===== src/rtl/pc_sequencer.sv =====
// Multicycle PC controller: sequences FETCH -> EXEC (-> INT) per instruction,
// owns the architectural PC, EPC, EXL and the retired-instruction counter.
module pc_sequencer #(
  parameter logic [31:0] RESET_PC = 32'h0000_3000
) (
  input  logic        clk,
  input  logic        rst,
  output logic        fetch_req,
  input  logic        imem_ready,
  input  logic [3:0]  dec_code,
  input  logic        stall,
  input  logic [31:0] npc_in,
  output logic [3:0]  npc_code,
  output logic [31:0] pc,
  input  logic        int_req,
  input  logic        int_en,
  input  logic        epc_we,
  input  logic [31:0] epc_wdata,
  output logic [31:0] epc,
  output logic        exl,
  output logic        int_ack,
  output logic [31:0] instret
);

  typedef enum logic [1:0] {
    FETCH = 2'd0,
    EXEC  = 2'd1,
    INT   = 2'd2
  } state_t;

  localparam logic [3:0] CODE_IR   = 4'd0;
  localparam logic [3:0] CODE_INT  = 4'd9;
  localparam logic [3:0] CODE_ERET = 4'd10;

  state_t      r_state;
  state_t      w_state_next;
  logic [31:0] r_pc;
  logic [31:0] r_epc;
  logic        r_exl;
  logic [31:0] r_instret;

  logic        w_commit;
  logic        w_eret;
  logic        w_take_int;
  logic [3:0]  w_exec_code;

  // Software may never select the interrupt vector or an undefined code.
  always_comb begin
    w_exec_code = dec_code;
    if (dec_code == CODE_INT || dec_code > CODE_ERET) begin
      w_exec_code = CODE_IR;
    end
  end

  assign w_commit   = (r_state == EXEC) && !stall;
  assign w_eret     = (dec_code == CODE_ERET);
  assign w_take_int = w_commit && !w_eret && int_req && int_en && !r_exl;

  always_comb begin
    w_state_next = r_state;
    fetch_req    = 1'b0;
    npc_code     = CODE_IR;
    int_ack      = 1'b0;
    case (r_state)
      FETCH: begin
        fetch_req = 1'b1;
        if (imem_ready) begin
          w_state_next = EXEC;
        end
      end
      EXEC: begin
        npc_code = w_exec_code;
        if (!stall) begin
          w_state_next = w_take_int ? INT : FETCH;
        end
      end
      INT: begin
        npc_code     = CODE_INT;
        int_ack      = 1'b1;
        w_state_next = FETCH;
      end
      default: begin
        w_state_next = FETCH;
      end
    endcase
  end

  always_ff @(posedge clk) begin
    if (rst) begin
      r_state   <= FETCH;
      r_pc      <= RESET_PC;
      r_epc     <= 32'h0;
      r_exl     <= 1'b0;
      r_instret <= 32'h0;
    end else begin
      r_state <= w_state_next;

      if (w_commit) begin
        r_pc      <= npc_in;
        r_instret <= r_instret + 32'd1;
        if (w_eret) begin
          r_exl <= 1'b0;
        end
      end else if (r_state == INT) begin
        r_pc  <= npc_in;
        r_exl <= 1'b1;
      end

      // Interrupt capture wins over a same-cycle mtc0 to EPC.
      if (w_take_int) begin
        r_epc <= npc_in;
      end else if (epc_we) begin
        r_epc <= epc_wdata;
      end
    end
  end

  assign pc      = r_pc;
  assign epc     = r_epc;
  assign exl     = r_exl;
  assign instret = r_instret;

endmodule


===== config.mk =====
export PLATFORM = sky130hd
export DESIGN_NAME = pc_sequencer
export DESIGN_NICKNAME = d
export VERILOG_FILES = /design/src/rtl/pc_sequencer.sv
export SDC_FILE = /design/constraint.sdc
export NUM_CORES = 1
export LEC_CHECK = 0
export CAP_MARGIN = 0
export CORE_MARGIN = 2
export CORE_UTILIZATION = 43
export CTS_CLUSTER_DIAMETER = 50
export DETAILED_ROUTE_END_ITERATION = 10
export PLACE_DENSITY_LB_ADDON = 0.2
export SKIP_CTS_REPAIR_TIMING = 1
export SLEW_MARGIN = 20
export SYNTH_ARGS = -nofsm -noshare
export SYNTH_HDL_FRONTEND = slang
export SYNTH_SLANG_ARGS = --single-unit

===== constraint.sdc =====
create_clock -name clk -period 2.35 [get_ports clk]
set_input_delay 0.5875 -clock clk [delete_from_list [all_inputs] [get_ports clk]]
set_output_delay 0.5875 -clock clk [all_outputs]
set_load 0.02 [all_outputs]

==> flow_metrics.py, run 1 <==
metrics = {
    "timing": {
        "setup_viol": 0,
        "maxSlewHeadroom_pct": 67.7,
        "drv_slew": 0,
        "final.setup_skew_ns": 0.0135,
        "fmax_mhz": 440,
        "min_period_ns": 2.27,
        "rsz0062_at_grt": "no",
        "fin_hold_ws_ns": 0.454,
        "hold_viol_final": 0,
        "worst_slack_ns": 0.0784,
        "finalCritPeriodShare_pct": 96.7,
        "worstMarginPinSlew_ns": 0.484,
    },
    "routing": {
        "vias": 4171,
        "postRouteAntennaNets": 0,
        "firstDrtPassIters": 4,
        "routed_via_density": 5.20,
        "wirelength_um": 11900,
        "wire_per_inst_um": 14.9,
        "drt_iter0_drc": 122,
        "drc_errors": 0,
    },
    "hold_path": {
        "holdPathStages": 2,
        "holdCritStartpoint": "pc[22]$_SDFFE_PP0P_",
        "hold_path.class": "reg -> reg",
        "whs_endpoint": "pc[22]$_SDFFE_PP0P_",
    },
    "setup_path": {
        "cp_slowest_cell": "clkdlybuf4s50_1",
        "slowest_delay_ns": 0.53,
        "ff2ff_path_depth": 8,
        "worst-endpoint-arrival_ns": 1.68,
        "cp_max_fo": 5,
        "rr_endpoint": "instret[26]$_SDFFE_PP0P_",
        "path_buf_inv": 2,
        "crit_family": "buffers and inverters",
        "critPathKind": "in -> out",
        "reg2reg_slack_ns": 0.13,
        "cp-start-kind": "input port",
        "endpoint_kind": "output port",
        "worstPathCellList": "clkdlybuf4s50_1 > and3b_1 > o21a_1 > dlymetal6s2s_1",
        "regToRegStartpoint": "r_state[1]$_SDFFE_PP0P_",
        "critical_path_required_ns": 1.76,
    },
    "synth": {
        "yosys.cell_types.count": 38,
        "avgSynthCellArea_um2": 8.66,
        "netlist_instances": 494,
        "async_reset_ff_share_pct": 0,
        "synth_seq_area_share_pct": 46.3,
        "ys.flop_type": "dfxtp_1",
        "synth.most_common_cell": "dfxtp_1",
        "yosysTopAreaCellShare_pct": 46.3,
        "ys_ff_latch": 99,
        "synth_nets": 573,
        "synth_top_area_cell": "dfxtp_1",
        "synth-warning-count": 0,
        "yosys-top-cells-count": "99 x dfxtp_1, 80 x nand2_1, 53 x nor2_1, 46 x a21oi_1, 33 x a211oi_1",
        "synth_edf_count": 0,
        "synth_area_leaders": "dfxtp_1 46%, mux2i_1 7.5%, nand2_1 7.0%, a211oi_1 5.8%, a21oi_1 5.4%",
        "syn_area_mm2": 0.00428,
    },
    "floorplan": {
        "ioPinCount": 178,
        "fp.coreArea_mm2": 0.00973,
        "die_h_um": 104,
        "dieWidth_um": 104,
        "start_util_pct": 44.0,
        "row_count": 36,
        "dieArea_mm2": 0.0108,
    },
    "final_layout": {
        "nFillCells": 815,
        "layout-drive-gt1-share_pct": 6.73,
        "nets": 743,
        "stdcell_area_mm2": 0.00649,
        "final_core_util_pct": 66.8,
        "n_antenna_cell": 0,
        "areaGrowthSynthToFinish_pct": 51.7,
    },
    "placement": {
        "hpwl_um": 8440,
        "port_buffers": 177,
        "place_area_mm2": 0.00626,
        "pre_cts_ws_ns": -0.245,
        "routabilityCongestion": 0.809,
    },
    "global_route": {
        "grt_max_degree": 62,
        "grt_pass1_vias": 4169,
        "antenna_found_initial": 0,
        "grt-ovfl-total": 0,
        "grt_pass1_wl_um": 20000,
        "track_usage_pct": 22.2,
    },
    "clocking": {
        "clock_latency_ns": 0.35,
        "tritoncts": "yes",
        "root_buffer": "clkbuf_8",
        "clk_pin_slew_worst_paths_ns": 0.08,
        "cts_sinks": 99,
        "cts_made_buffers": 9,
        "cts_htree_levels": 3,
        "cts_buffer_depth": 2,
    },
    "power_and_ir_drop": {
        "power_mw": 3.54,
        "powerDensity_mw_per_mm2": 545,
        "cellLeakagePower_nw": 2.47,
        "ir_drop_uv": 385,
    },
    "flow_run": {
        "cap_violations": 0,
    },
    "outcome": {
        "status": "completed",
    },
}
==> layout make-up <==
cell class,instances,area (um2),area share [%]
tap,133,166,2.56
timing repair buffer,194,1970,30.3
clock inverter,4,47.5,0.732
multi-input combinational,353,2140,33.0
sequential,99,1980,30.5
clock buffer,12,165,2.54
inverter,7,26.3,0.405
==> routing by layer <==
| layer | track usage [%] | vias up | routed length [um] |
|---|---|---|---|
| li1 | - | 2079 | - |
| met1 | 27.0 | 1954 | 4990 |
| met2 | 38.4 | 116 | 5900 |
| met3 | 5.22 | 22 | 726 |
| met4 | 8.01 | 0 | 301 |
| met5 | 0 | - | 0 |
==> registers in the layout (all words and copies together) (netlist names) <==
register	flops
pc	32
instret	32
exl	1
r_state	2
epc	32
==> layout by cell type (no fill, tap or decap), drive strengths merged <==
cell and instances:
clkdlybuf4s50 170, dfxtp 99, nand2 80, nor2 53
a21oi 46, a211oi 33, mux2i 32, buf 19
clkbuf 12, nor4 11, nor2b 9, nand4 9
xnor2 9, nand3 8, or4 8, o21ai 7
inv 7, o31ai 7, or3 7, mux2 7
dlymetal6s2s 5, and4 4, ha 4, nor3 3
xor2 3, nand3b 3, nand2b 2, clkinv 2
and3 1, a31oi 1, and4b 1, and3b 1
o21a 1, nor4bb 1, nand4b 1, o21bai 1
bufinv 1, clkinvlp 1
==> power breakdown <==
part           switching, mW  internal [mW]  total, mW
registers             0.0368           1.75       1.78
logic                  0.286          0.318      0.605
clock network          0.575          0.577       1.15
total                  0.898           2.64       3.54
==> how the worst max path moves through the flow <==
stage / slack (ns) / from / to / cells after the start
6_report: 0.08 / dec_code[3] / npc_code[0] / 4
5_1_grt: 0.002 / r_state[1]$_SDFFE_PP0P_ / instret[26]$_SDFFE_PP0P_ / 8
4_1_cts: -0.25 / dec_code[3] / npc_code[0] / 4
3_5_place_dp: -0.24 / stall / instret[26]$_SDFFE_PP0P_ / 6
3_3_place_gp: -0.20 / dec_code[0] / npc_code[3] / 5
2_1_floorplan: 0.15 / instret[0]$_SDFFE_PP0P_ / instret[28]$_SDFFE_PP0P_ / 7
==> cells by family after synthesis <==
group / after synthesis / share of synthesized area (%)
simple gates: 202 / 23.0
compound gates: 96 / 13.7
mux: 39 / 9.32
flops: 99 / 46.3
buf+inv: 42 / 4.03
fa+ha+maj: 4 / 1.17
xor+xnor: 12 / 2.46
==> tightest hold or removal path, stage by stage, from the launching register on <==
cell     delay [ns]
dfxtp_1        0.31
nand2_1        0.05
a21oi_1        0.05
==> stage by stage <==
stage / setup TNS, ns / std cells
2_1_floorplan: 0 / 494
3_3_place_gp: -6.14 / 786
3_5_place_dp: -8.67 / 786
4_1_cts: -0.871 / 802
5_1_grt: 0 / 802
6_report: 0 / 802
(Power assumes the default switching activity.)
==> inputs of run 2 (changes only) <==
--- a/config.mk
+++ b/config.mk
@@ -12,7 +12,7 @@
 export DETAILED_ROUTE_END_ITERATION = 10
 export PLACE_DENSITY_LB_ADDON = 0.2
 export SKIP_CTS_REPAIR_TIMING = 1
-export SLEW_MARGIN = 20
+export SLEW_MARGIN = 10
 export SYNTH_ARGS = -nofsm -noshare
 export SYNTH_HDL_FRONTEND = slang
 export SYNTH_SLANG_ARGS = --single-unit
==> results of run 2 <==
No change in the layout: final DEF, timing and power equal those of run 1.
